===== src/rtl/seq_det_pkg.sv =====
// Shared definitions for the serial pattern-detection controller:
// FSM state encoding, size defaults and the configuration legality rule.
package seq_det_pkg;

    typedef enum logic [1:0] {
        ST_IDLE  = 2'd0,
        ST_ARMED = 2'd1,
        ST_RUN   = 2'd2,
        ST_DONE  = 2'd3
    } state_t;

    localparam int MAX_LEN_DEF = 8;
    localparam int CNT_W_DEF   = 8;
    localparam int LEN_W_DEF   = $clog2(MAX_LEN_DEF + 1);
    localparam int MIN_LEN     = 2;

    // A configuration is usable when the length fits the history and at
    // least one match is requested (a zero target could never complete).
    function automatic logic cfg_is_legal(input int unsigned len,
                                          input int unsigned max_len,
                                          input logic        target_nonzero);
        return (len >= MIN_LEN) && (len <= max_len) && target_nonzero;
    endfunction

endpackage


===== src/rtl/seq_detect_ctrl_if.sv =====
// Configuration, serial lane and status signals of the detection controller.
// The master side is the config front end / stream source, the slave side
// is the controller itself.
interface seq_detect_ctrl_if
    import seq_det_pkg::*;
#(
    parameter int MAX_LEN = MAX_LEN_DEF,
    parameter int CNT_W   = CNT_W_DEF,
    parameter int LEN_W   = $clog2(MAX_LEN + 1)
);
    logic               cfg_valid;
    logic               cfg_ready;
    logic [MAX_LEN-1:0] cfg_pattern;
    logic [LEN_W-1:0]   cfg_len;
    logic               cfg_overlap;
    logic [CNT_W-1:0]   cfg_target;
    logic               start;
    logic               abort;
    logic               din_valid;
    logic               din;
    logic               hit;
    logic [CNT_W-1:0]   match_cnt;
    logic               busy;
    logic               done;
    logic               err;

    modport master (
        output cfg_valid, cfg_pattern, cfg_len, cfg_overlap, cfg_target,
        output start, abort, din_valid, din,
        input  cfg_ready, hit, match_cnt, busy, done, err
    );

    modport slave (
        input  cfg_valid, cfg_pattern, cfg_len, cfg_overlap, cfg_target,
        input  start, abort, din_valid, din,
        output cfg_ready, hit, match_cnt, busy, done, err
    );
endinterface


===== src/rtl/seq_pat_match.sv =====
// History shift register, fill counter and length-masked pattern compare.
// match is combinational and describes the beat being presented now, i.e.
// it looks at the history as it will be after shifting din in.
module seq_pat_match
    import seq_det_pkg::*;
#(
    parameter int MAX_LEN = MAX_LEN_DEF,
    parameter int LEN_W   = $clog2(MAX_LEN + 1)
) (
    input  logic               clk,
    input  logic               rstn,
    input  logic               shift_en,
    input  logic               clr,
    input  logic [LEN_W-1:0]   len,
    input  logic [MAX_LEN-1:0] pattern,
    input  logic               din,
    output logic               match
);

    logic [MAX_LEN-1:0] hist_reg;
    logic [LEN_W-1:0]   fill_reg;
    logic [MAX_LEN-1:0] hist_next;
    logic [LEN_W-1:0]   fill_next;
    logic [MAX_LEN-1:0] len_mask;

    // Only the low len bits of history/pattern take part in the compare.
    generate
        for (genvar gi = 0; gi < MAX_LEN; gi++) begin : g_mask
            assign len_mask[gi] = (LEN_W'(gi) < len);
        end
    endgenerate

    assign hist_next = {hist_reg[MAX_LEN-2:0], din};
    assign fill_next = (fill_reg < len) ? (fill_reg + LEN_W'(1)) : len;

    // Match needs a full window of fresh bits so stale history never matches.
    always_comb begin
        match = shift_en && (fill_next >= len)
                && (((hist_next ^ pattern) & len_mask) == '0);
    end

    // History and fill update; clear wins over a simultaneous shift.
    always_ff @(posedge clk or negedge rstn) begin
        if (!rstn) begin
            hist_reg <= '0;
            fill_reg <= '0;
        end else if (clr) begin
            hist_reg <= '0;
            fill_reg <= '0;
        end else if (shift_en) begin
            hist_reg <= hist_next;
            fill_reg <= fill_next;
        end
    end

endmodule


===== src/rtl/seq_detect_ctrl.sv =====
// Programmable serial pattern-detection controller: accepts a configuration,
// arms, runs detection over qualified serial beats and stops at a target count.
module seq_detect_ctrl
    import seq_det_pkg::*;
#(
    parameter int MAX_LEN = MAX_LEN_DEF,
    parameter int CNT_W   = CNT_W_DEF
) (
    input  logic                clk,
    input  logic                rstn,
    seq_detect_ctrl_if.slave    bus
);

    localparam int LEN_W = $clog2(MAX_LEN + 1);

    state_t             state_reg, state_next;
    logic [MAX_LEN-1:0] pattern_reg;
    logic [LEN_W-1:0]   len_reg;
    logic               overlap_reg;
    logic [CNT_W-1:0]   target_reg;
    logic [CNT_W-1:0]   match_cnt_reg, match_cnt_next;
    logic               hit_reg, hit_next;
    logic               err_reg, err_next;

    logic               cfg_ready_c;
    logic               handshake;
    logic               cfg_legal;
    logic               load_cfg;
    logic               clr_run;
    logic               shift_en;
    logic               match;
    logic               pm_clr;
    logic [CNT_W-1:0]   cnt_inc;

    assign cfg_ready_c = (state_reg == ST_IDLE) || (state_reg == ST_DONE);
    assign handshake   = bus.cfg_valid && cfg_ready_c;
    assign cfg_legal   = cfg_is_legal(32'(bus.cfg_len), MAX_LEN, (bus.cfg_target != '0));
    assign cnt_inc     = match_cnt_reg + CNT_W'(1);

    // Without overlap, a match restarts the window so bits are not reused.
    assign pm_clr = clr_run || (match && !overlap_reg);

    seq_pat_match #(
        .MAX_LEN (MAX_LEN),
        .LEN_W   (LEN_W)
    ) u_match (
        .clk      (clk),
        .rstn     (rstn),
        .shift_en (shift_en),
        .clr      (pm_clr),
        .len      (len_reg),
        .pattern  (pattern_reg),
        .din      (bus.din),
        .match    (match)
    );

    // State and output registers, config capture.
    always_ff @(posedge clk or negedge rstn) begin
        if (!rstn) begin
            state_reg     <= ST_IDLE;
            pattern_reg   <= '0;
            len_reg       <= '0;
            overlap_reg   <= 1'b0;
            target_reg    <= '0;
            match_cnt_reg <= '0;
            hit_reg       <= 1'b0;
            err_reg       <= 1'b0;
        end else begin
            state_reg     <= state_next;
            match_cnt_reg <= match_cnt_next;
            hit_reg       <= hit_next;
            err_reg       <= err_next;
            if (load_cfg) begin
                pattern_reg <= bus.cfg_pattern;
                len_reg     <= bus.cfg_len;
                overlap_reg <= bus.cfg_overlap;
                target_reg  <= bus.cfg_target;
            end
        end
    end

    // Next-state and control: abort > config handshake > start > data beat.
    always_comb begin
        state_next     = state_reg;
        match_cnt_next = match_cnt_reg;
        hit_next       = 1'b0;
        err_next       = 1'b0;
        load_cfg       = 1'b0;
        clr_run        = 1'b0;
        shift_en       = 1'b0;

        if (bus.abort) begin
            state_next = ST_IDLE;
        end else if (handshake) begin
            if (cfg_legal) begin
                load_cfg   = 1'b1;
                state_next = ST_ARMED;
            end else begin
                err_next = 1'b1;
            end
        end else begin
            unique case (state_reg)
                ST_IDLE: ;
                ST_ARMED, ST_DONE: begin
                    // Beats arriving alongside start are not part of the run.
                    if (bus.start) begin
                        clr_run        = 1'b1;
                        match_cnt_next = '0;
                        state_next     = ST_RUN;
                    end
                end
                ST_RUN: begin
                    shift_en = bus.din_valid;
                    if (match) begin
                        hit_next       = 1'b1;
                        match_cnt_next = cnt_inc;
                        if (cnt_inc == target_reg) begin
                            state_next = ST_DONE;
                        end
                    end
                end
                default: state_next = ST_IDLE;
            endcase
        end
    end

    assign bus.cfg_ready = cfg_ready_c;
    assign bus.hit       = hit_reg;
    assign bus.match_cnt = match_cnt_reg;
    assign bus.busy      = (state_reg == ST_RUN);
    assign bus.done      = (state_reg == ST_DONE);
    assign bus.err       = err_reg;

endmodule


===== src/flat_wrapper.sv =====
// flat-port wrapper written by rule: the top's interface ports become plain ports
module seq_detect_ctrl_flat import seq_det_pkg::*;
#(
    parameter int MAX_LEN = MAX_LEN_DEF,
    parameter int CNT_W   = CNT_W_DEF
)
  (clk, rstn, bus_cfg_valid, bus_cfg_pattern, bus_cfg_len, bus_cfg_overlap, bus_cfg_target, bus_start, bus_abort, bus_din_valid, bus_din, bus_cfg_ready, bus_hit, bus_match_cnt, bus_busy, bus_done, bus_err);
  seq_detect_ctrl_if #(.MAX_LEN(MAX_LEN), .CNT_W(CNT_W)) bus_i ();
  input  logic clk;
  input  logic rstn;
  input wire logic [$bits(bus_i.cfg_valid)-1:0] bus_cfg_valid;
  input wire logic [$bits(bus_i.cfg_pattern)-1:0] bus_cfg_pattern;
  input wire logic [$bits(bus_i.cfg_len)-1:0] bus_cfg_len;
  input wire logic [$bits(bus_i.cfg_overlap)-1:0] bus_cfg_overlap;
  input wire logic [$bits(bus_i.cfg_target)-1:0] bus_cfg_target;
  input wire logic [$bits(bus_i.start)-1:0] bus_start;
  input wire logic [$bits(bus_i.abort)-1:0] bus_abort;
  input wire logic [$bits(bus_i.din_valid)-1:0] bus_din_valid;
  input wire logic [$bits(bus_i.din)-1:0] bus_din;
  output wire logic [$bits(bus_i.cfg_ready)-1:0] bus_cfg_ready;
  output wire logic [$bits(bus_i.hit)-1:0] bus_hit;
  output wire logic [$bits(bus_i.match_cnt)-1:0] bus_match_cnt;
  output wire logic [$bits(bus_i.busy)-1:0] bus_busy;
  output wire logic [$bits(bus_i.done)-1:0] bus_done;
  output wire logic [$bits(bus_i.err)-1:0] bus_err;
  assign bus_i.cfg_valid = bus_cfg_valid;
  assign bus_i.cfg_pattern = bus_cfg_pattern;
  assign bus_i.cfg_len = bus_cfg_len;
  assign bus_i.cfg_overlap = bus_cfg_overlap;
  assign bus_i.cfg_target = bus_cfg_target;
  assign bus_i.start = bus_start;
  assign bus_i.abort = bus_abort;
  assign bus_i.din_valid = bus_din_valid;
  assign bus_i.din = bus_din;
  assign bus_cfg_ready = bus_i.cfg_ready;
  assign bus_hit = bus_i.hit;
  assign bus_match_cnt = bus_i.match_cnt;
  assign bus_busy = bus_i.busy;
  assign bus_done = bus_i.done;
  assign bus_err = bus_i.err;
  seq_detect_ctrl #(.MAX_LEN(MAX_LEN), .CNT_W(CNT_W)) u_core (.clk(clk), .rstn(rstn), .bus(bus_i));
endmodule

===== config.mk =====
export PLATFORM = sky130hd
export DESIGN_NAME = seq_detect_ctrl_flat
export DESIGN_NICKNAME = d
export VERILOG_FILES = /design/src/rtl/seq_det_pkg.sv /design/src/rtl/seq_detect_ctrl_if.sv /design/src/rtl/seq_pat_match.sv /design/src/rtl/seq_detect_ctrl.sv /design/src/flat_wrapper.sv
export SDC_FILE = /design/constraint.sdc
export NUM_CORES = 1
export LEC_CHECK = 0
export BUFFER_PORTS_ARGS = -buffer_cell sky130_fd_sc_hd__clkbuf_2
export CORE_ASPECT_RATIO = 0.9
export CORE_MARGIN = 5
export CORE_UTILIZATION = 61
export DETAILED_ROUTE_END_ITERATION = 16
export PLACE_DENSITY_LB_ADDON = 0.2
export SLEW_MARGIN = 10
export SYNTH_ARGS = -nofsm -noshare
export SYNTH_HDL_FRONTEND = slang
export SYNTH_HIERARCHICAL = 1
export SYNTH_SLANG_ARGS = --single-unit

===== constraint.sdc =====
create_clock -name clk -period 9.52 [get_ports clk]
set_input_delay 0.476 -clock clk [delete_from_list [all_inputs] [get_ports clk]]
set_output_delay 0.476 -clock clk [all_outputs]
set_load 0.05 [all_outputs]

-- Yosys cells after proc, flatten, opt, wreduce, memory -nomap -nowiden
Cells that the tools add are included.
- equality and inequality tests: 10
- $add $sub $neg: 2
- order comparisons: 12
- multiplexer cells: 32
- reduce and logical (&&, ||, !) cells: 18
- bitwise operators: 4
- operators by type and width (operator ; number):
    $mux 1 ; 17
    $lt 3x4->1 const A ; 4
    $mux 8 ; 2
    $pmux 8 s2 ; 1
    $mux 7 ; 2
    $mux 2 ; 6
    $mux 4 ; 3
    $reduce_and 5->1 ; 2
    $add 8x1->8 const B ; 1
    $and 8x8->8 ; 1
    $eq 8x8->1 ; 1
    $logic_not 8->1 ; 1
    $lt 1x4->1 const A ; 2
    $lt 2x4->1 const A ; 2
    $ne 4x2->1 const B ; 2
    $reduce_bool 8->1 ; 1
    $xor 8x8->8 ; 1
    $logic_and 1x1->1 ; 6
    $add 4x1->4 const B ; 1
    $eq 2x2->1 const B ; 2
    $ge 4x2->1 const B ; 1
    $ge 4x4->1 ; 1
    $le 4x4->1 const B ; 1
    $lt 4x4->1 ; 1
    other kinds (13) ; 16
- logic and storage cells: 88
- input bits: 28
- output and inout port bits: 13
- flip-flop bits (word level): 44

-- Longest topological paths before layout
Gate-level depths: netlist (run 1).
- word-level depth: 11
- depth in mapped cells: 17
- gate-level depth less buffers: 16

-- By module
Netlist (run 1), hierarchy kept.
- by module, submodules not included (module ; area an instance (um^2) ; cells an instance ; sequential area each (um^2) ; instances):
    seq_detect_ctrl ; 1712.9 ; 152 ; 825.8 ; 1
    seq_pat_match ; 929.6 ; 107 ; 275.3 ; 1

-- Least setup slack after synthesis (run 1)
No wires, ideal clock.
- path kind: register to register
- start point: register u_core.state_reg[0]
- end point: register u_core.state_reg[0]
- clock period less this slack: 3442 ps
- path slack: 6078 ps
- data arrival time: 3342 ps
- library setup time: 99 ps
- buffers on the path: 1
- data required time: 9421 ps
- stages on the path, launching flop included: 14
- cell sequence: dfrtp_1 > inv_1 > ha_1 > a21oi_1 > and3_1 > clkbuf_1 > o221ai_1 > a221o_1 > nor3_2 > nor2b_1 > o31ai_1 > o31ai_1 > mux2_1 > a311oi_1
- longest elaborated chain between the ends: 9
- elaborated cells between the ends (all ways): 21
- classes of those cells: eq/ne: 7; mux: 6; reduce/logical: 8
- RTL lines (element ; line ; text):
    from (decl) ; seq_detect_ctrl.sv:16 ; state_t state_reg, state_next;
    from (signal assigned) ; seq_detect_ctrl.sv:69 ; state_reg <= state_next;
    $eq 2x2->1 / $logic_not 2->1 (equally long branches) ; seq_detect_ctrl.sv:35 ; assign cfg_ready_c = (state_reg == ST_IDLE) || (state_reg == ST_DONE);
    $logic_or 1x1->1 (*) ; seq_detect_ctrl.sv:35 ;
    via bus_cfg_ready ; flat_wrapper.sv:20 ; output wire logic [$bits(bus_i.cfg_ready)-1:0] bus_cfg_ready;
    $logic_and 1x1->1 (*) ; seq_detect_ctrl.sv:36 ; assign handshake = bus.cfg_valid && cfg_ready_c;
    $mux 1 (*) ; seq_detect_ctrl.sv:94 ; end else if (handshake) begin
    $mux 1 (*) ; seq_detect_ctrl.sv:92 ; if (bus.abort) begin
    via u_core.shift_en ; seq_detect_ctrl.sv:30 ; logic shift_en;
    $logic_and 1x1->1 (*) ; seq_pat_match.sv:38 ; match = shift_en && (fill_next >= len)
    $logic_and 1x1->1 (*) ; seq_pat_match.sv:39 ; && (((hist_next ^ pattern) & len_mask) == '0);
    via u_core.match ; seq_detect_ctrl.sv:31 ; logic match;
    $ne 4x2->1 (no source line) (*) ; n/a ;
    $reduce_and 5->1 (no source line) (*) ; n/a ;
The timed path passes the listed nets; every way through them passes the cells marked *.
A chain may end at the register's enable or synchronous reset.

-- Worst setup path in the final report (run 1)
- start point: register u_core.state_reg[0]
- end point: register u_core.match_cnt_reg[2] (netlist: u_core/bus.match_cnt[2])
- longest elaborated chain between the ends: 9
- elaborated cells between the ends (all ways): 18
- classes of those cells: eq/ne: 5; mux: 4; bitwise: 1; reduce/logical: 8
- RTL lines (element ; line ; text):
    $eq 2x2->1 / $logic_not 2->1 (equally long branches) ; seq_detect_ctrl.sv:35 ;
    $logic_or 1x1->1 ; seq_detect_ctrl.sv:35 ;
    $logic_and 1x1->1 ; seq_detect_ctrl.sv:36 ;
    $mux 1 (*) ; seq_detect_ctrl.sv:94 ;
    $mux 1 (*) ; seq_detect_ctrl.sv:92 ;
    via u_core.shift_en ; seq_detect_ctrl.sv:30 ;
    $logic_and 1x1->1 (*) ; seq_pat_match.sv:38 ;
    $logic_and 1x1->1 (*) ; seq_pat_match.sv:39 ;
    via u_core.match ; seq_detect_ctrl.sv:31 ;
    $ne 2x1->1 (no source line) (*) ; n/a ;
    $reduce_and 5->1 (no source line) (*) ; n/a ;
    to (signal assigned) ; seq_detect_ctrl.sv:70 ; match_cnt_reg <= match_cnt_next;
    to (decl) ; seq_detect_ctrl.sv:21 ; logic [CNT_W-1:0] match_cnt_reg, match_cnt_next;
Marked as above.

==> results.ini, run 1 <==
[run_status]
status=finished, final reports clean

[job]
max-cap-violations=0

[synthesis]
ys_warn_count=6
synth-async-reset-ratio=1.00
synth_xor_area_frac=0.0668
synth-seq-area-share=0.417
synth_largest_area_cell=dfrtp_1
synth_compound_area_frac=0.141
synth_top_family_by_area=simple AND/OR/NAND/NOR gates
synth_fp_nets=299
synthCells=259
synth_edf_count=0
post_synth_fa_ha_maj_area_fraction=0.0606
yosys-mux-area-fraction=0.124
yosys-top-cells-count=44 x dfrtp_1, 19 x mux2_1, 17 x nor2_1, 16 x nand2_1, 15 x o21ai_0
synth_flop_cell=dfrtp_1
synth_area_um2=2640
synth_most_common_cell=dfrtp_1
synth.distinct_cells=51
synth_top_area_frac=0.417
ys_ff_latch=44
synthSimpleGateAreaFrac=0.157
netlist_top_cells_area=dfrtp_1 42%, mux2_1 8.1%, ha_1 5.7%, xnor2_1 4.0%, mux2i_1 3.4%
syn_avg_cell_area_um2=10.2

[power_and_ir_drop]
power_frac_clock=0.171
p_leak_uw=0.00133
intPower_uw=514
power.switching_uw=374
power_frac_comb=0.464
power_density_nw_per_um2=297
seq_power_share=0.364
max-vdd-ir-drop_mv=0.165
power_uw=888
swShare=0.421

[global_routing]
grt_start_max_net_pins=45
antenna_found_initial=0
grt_pass1_wl_um=9740
grt.overflow.total=0
gr-usage-met2=0.335
met3_usage=0.0422
busiest_layer=met2
grt_use_met1=0.311
grt_usage=0.215
grt_pass1_vias=2062

[cts]
root_buffer=clkbuf_8
postCtsSetupBuffers=0
clk_path_buf_depth=2
numCtsBuffers=5
cts_sinks=44
cts_resized=0
cts_htree_levels=2
holdBufCountCts=0
cts_tree=built
clk_latency_ps=290
clk_pin_slew_ps=80

[critical_path]
crit_fanout=19
r2r_cells=12
critPathCaptureType=flop
cp.arrival_ps=4220
worst-setup-path-type=flop to flop
cp-start-kind=flop
critPathRequiredTime_ps=9690

[sta]
slew_violations=0
fin_ws_ps=5470
slew_headroom=0.242
tightest_slew_ps=1140
post-route-period-util=0.426
hold_viol=0
rsz0062_at_grt=false
setup_viol=0
period_minus_slack_ps=4050
skew_ps=4.01
fmax_mhz=247
setup_tns_ps=0

[routing]
ant_nets=0
drt_drc_violations_left=0
route.detailed.wl_per_inst_um=16.2
drt_first_pass_iters=4
wirelength_um=5640
drt-initial-drc-count=154
vias_per_cell=6.01
vias=2090

[layout]
syn2layout_area_growth_pct=13.1
finalCoreUtilization=0.724
fin_nets=339
drive_above_1_share=0.193
fillerInstances=308
postLayoutCellArea_um2=2990
n_antenna_cell=0

[placement]
gp_congestion=0.841
io_buffers=40
dp_hpwl_um=4260
post-place-ws_ps=5480
place_area_um2=2870

[floorplanning]
chipWidth_um=79.4
die_area_um2=5750
core_um2=4130
initial_utilization=0.640
fp.dieH_um=72.4
io_pins=41
rows=22

[hold_path]
holdCritPathClass=primary input to asynchronous set/reset pin

==> path summary, 6_finish.rpt <==
kind                                                  from                                   to  slack [ps]
setup / recovery           u_core/state_reg[0]$_DFFE_PN0P_  u_core/bus.match_cnt[2]$_DFFE_PN0P_        5470
hold / removal                                        rstn     u_core/target_reg[6]$_DFFE_PN0P_         360
setup reg to reg           u_core/state_reg[0]$_DFFE_PN0P_  u_core/bus.match_cnt[2]$_DFFE_PN0P_        5470
hold reg to reg             u_core/overlap_reg$_DFFE_PN0P_       u_core/overlap_reg$_DFFE_PN0P_         510
max in group asynchronous                             rstn     u_core/target_reg[1]$_DFFE_PN0P_        8520
min in group clk                        bus_cfg_pattern[2]    u_core/pattern_reg[2]$_DFFE_PN0P_         390
==> layer usage <==
metal | wire (µm) | share of wire
met5 | 0 | 0
met4 | 51 | 0.0090
met3 | 406 | 0.072
met2 | 2610 | 0.46
met1 | 2580 | 0.46
==> power by group through the flow <==
stage               combinational [µW]  sequential, µW  clock (µW)
floorplan                          317             322           0
global placement                   399             323           0
detailed placement                 409             327           0
CTS                                413             323         153
global route                       470             333         162
finish                             412             323         152
==> critical path, cell delays in order, from the launching register on <==
cell and delay [ps]:
dfrtp_1 390, inv_1 80, ha_1 340, a21oi_1 390
and3_1 740, o221ai_1 260, a221o_1 330, nor3_2 260
nor2b_1 100, nor4b_2 620, o21ai_0 220, nand2_1 110
o21ai_0 80
==> cell usage in the layout (no fill, tap or decap), drive strengths merged, types with 2 or more instances in the layout <==
cell     n
a31oi    5
nand3    5
a21oi    7
and2     2
or3      2
xor2     6
o31ai    4
xnor2   12
nand2   16
nand4    5
nor2    17
a311oi   2
o32ai    2
nor2b    3
nand2b   5
ha      12
nor3b    2
mux2    21
and3     4
clkbuf  46
o21ai   20
a221o    2
or2      2
o211ai   3
o22ai    4
mux2i    9
dfrtp   44
nor3     6
inv     13
nor4     3
==> kinds of logic after synthesis <==
| family | after synthesis |
|---|---|
| simple gates | 76 |
| compound gates | 57 |
| fa+ha+maj | 13 |
| buf+inv | 21 |
| xor+xnor | 18 |
| mux | 30 |
| flops | 44 |
==> through the flow <==
stage	hold WS [ps]	cells
after floorplan	180	259
after CTS	387	348
after global routing	396	348
after global placement	483	340
final	355	348
after detailed placement	495	340
==> final cells by class <==
type                    instances  area (µm²)  share of cell area
clock inverters                 2        38.8              0.0130
well taps                      48        60.1              0.0201
clock buffers                   6        82.6              0.0276
inverters                      13        48.8              0.0163
repair buffers                 41         208              0.0695
flip-flops and latches         44        1100               0.368
multi-input cells             194        1450               0.485
Power figures use the tool's default switching activity.
==> run 2, diff against run 1 <==
--- a/config.mk
+++ b/config.mk
@@ -8,7 +8,7 @@
 export BUFFER_PORTS_ARGS = -buffer_cell sky130_fd_sc_hd__clkbuf_2
 export CORE_ASPECT_RATIO = 0.9
 export CORE_MARGIN = 5
-export CORE_UTILIZATION = 61
+export CORE_UTILIZATION = 57
 export DETAILED_ROUTE_END_ITERATION = 16
 export PLACE_DENSITY_LB_ADDON = 0.2
 export SLEW_MARGIN = 10
==> constraint.sdc (replaced) <==
create_clock -name clk -period 4.1 [get_ports clk]
set_input_delay 0.205 -clock clk [delete_from_list [all_inputs] [get_ports clk]]
set_output_delay 0.205 -clock clk [all_outputs]
set_load 0.05 [all_outputs]
==> run 2 against run 1 <==
Register-to-register slack worse by 5100 ps. Cell area up 1.5%. Total power up 130%. Clock power up 120%. Critical path depth up 3. Non-clock buffer count up 3. Flip-flop and latch count unchanged. Worst setup slack worse by 5100 ps. Combinational power up 140%. Sequential share of layout area down 0.56 points.
==> results.ini, run 2 (same netlist as run 1, synthesis figures left out) <==
[global_routing]
gr-usage-met2=0.312
grt_pass1_vias=2021
grt.overflow.total=0
met3_usage=0.0472
antenna_found_initial=0
grt_pass1_wl_um=9710
busiest_layer=met2
grt_start_max_net_pins=45
grt_use_met1=0.301
grt_usage=0.207

[layout]
drive_above_1_share=0.198
n_antenna_cell=0
fin_nets=342
syn2layout_area_growth_pct=14.9
mostFrequentLayoutCells=44 x dfrtp_1, 40 x clkbuf_2, 19 x mux2_1
postLayoutCellArea_um2=3040
final_common_cell=dfrtp_1
layout.cells.non_filler=365
finalCoreUtilization=0.681

[cts]
root_buffer=clkbuf_8
numCtsBuffers=5
postCtsSetupBuffers=0
cts_tree=built
cts_sinks=44
clk_pin_slew_ps=90
clk_path_buf_depth=2
cts_htree_levels=2
clk_latency_ps=300

[power_and_ir_drop]
p_leak_uw=0.00135
power_density_nw_per_um2=681
max-vdd-ir-drop_mv=0.360

[sta]
rsz0062_at_grt=false
fin_ws_ps=371
tightest_slew_ps=1090
setup_viol=0
fmax_mhz=268
slew_headroom=0.271
slew_violations=0
hold_viol=0
setup_tns_ps=0
post-route-period-util=0.910
period_minus_slack_ps=3730
skew_ps=5.68

[routing]
vias_per_cell=5.79
drt_first_pass_iters=4
drt_drc_violations_left=0
vias=2114
drt-initial-drc-count=111
route.detailed.wl_per_inst_um=15.7
ant_nets=0
wirelength_um=5750

[critical_path]
critPathRequiredTime_ps=4300
critPathCaptureType=flop
cp-start-kind=flop
worst-setup-path-type=flop to flop
cp.arrival_ps=3930
crit_fanout=7

[floorplanning]
chipWidth_um=81.8
rows=23
initial_utilization=0.592
core_um2=4460
die_area_um2=6100
io_pins=41
fp.dieH_um=74.6

[placement]
io_buffers=40
post-place-ws_ps=410
dp_hpwl_um=4350
place_area_um2=2900
placedCellCount=356
gp_congestion=0.885

[job]
max-cap-violations=0

[hold_path]
holdCritPathClass=primary input to flop

[run_status]
status=finished, final reports clean

==> run 2: cell types whose count changed in the layout (fill, tap and decap cells not counted), sizes merged <==
| cell | previous run | this run |
|---|---|---|
| buf | 1 | 3 |
| clkbuf | 46 | 45 |
| clkinv | 1 | 2 |
| dlygate4sd3 | 0 | 1 |
==> run 2: worst paths after layout <==
| check | slack, ps | start | endpoint | cells past startpoint |
|---|---|---|---|---|
| setup / recovery | 370 | u_core/len_reg[2]$_DFFE_PN0P_ | u_core/state_reg[0]$_DFFE_PN0P_ | 15 |
| hold / removal | 120 | bus_cfg_pattern[7] | u_core/pattern_reg[7]$_DFFE_PN0P_ | 2 |
| setup reg to reg | 370 | u_core/len_reg[2]$_DFFE_PN0P_ | u_core/state_reg[0]$_DFFE_PN0P_ | 15 |
| hold reg to reg | 500 | u_core/overlap_reg$_DFFE_PN0P_ | u_core/overlap_reg$_DFFE_PN0P_ | 1 |
| max in group asynchronous | 3210 | rstn | u_core/bus.match_cnt[2]$_DFFE_PN0P_ | 3 |
| min in group asynchronous | 520 | rstn | u_core/bus.match_cnt[1]$_DFFE_PN0P_ | 3 |
==> run 2: layout make-up <==
cell class,count,area (µm²)
Fill cell,363,1430
Sequential cell,44,1100
Multi-Input combinational cell,194,1460
Clock buffer,5,68.8
Timing Repair Buffer,44,233
Tap cell,62,77.6
Inverter,13,48.8
Clock inverter,3,47.5
==> run 2: layer usage <==
| metal | part of all wire | vias up |
|---|---|---|
| li1 | - | 1031 |
| met1 | 0.48 | 1026 |
| met2 | 0.46 | 51 |
| met3 | 0.053 | 6 |
| met4 | 0.0077 | 0 |
| met5 | 0 | - |
==> run 2: timing repair <==
action | in CTS | in global routing
hold buffers | 1 | 0
gates resized for setup | 0 | 1
hold endpoints to repair | 44 | 0
setup endpoints to repair | 0 | 4
==> run 2: per-stage QoR <==
step                      total power, µW  hold WS (ps)
after floorplan                      1480         -90.6
after global placement               1680           313
after detailed placement             1720           315
after CTS                            2070           109
after global routing                 2250          99.7
final                                2070           117
==> run 2: critical path: stages, from the launching register on <==
cell and delay, ps:
dfrtp_1 470, inv_1 120, ha_1 300, nor3_1 60
or2_1 310, o22ai_1 200, o21ai_1 100, ha_1 290
o221ai_1 120, a221o_1 280, nor3_2 270, nor2b_1 130
o31ai_1 250, o31ai_1 150, mux2_1 330, a311oi_1 250
==> run 2: power by group <==
group	total (µW)	internal [µW]	switching, µW
Sequential	746	586	160
Combinational	980	417	563
Clock	341	184	157
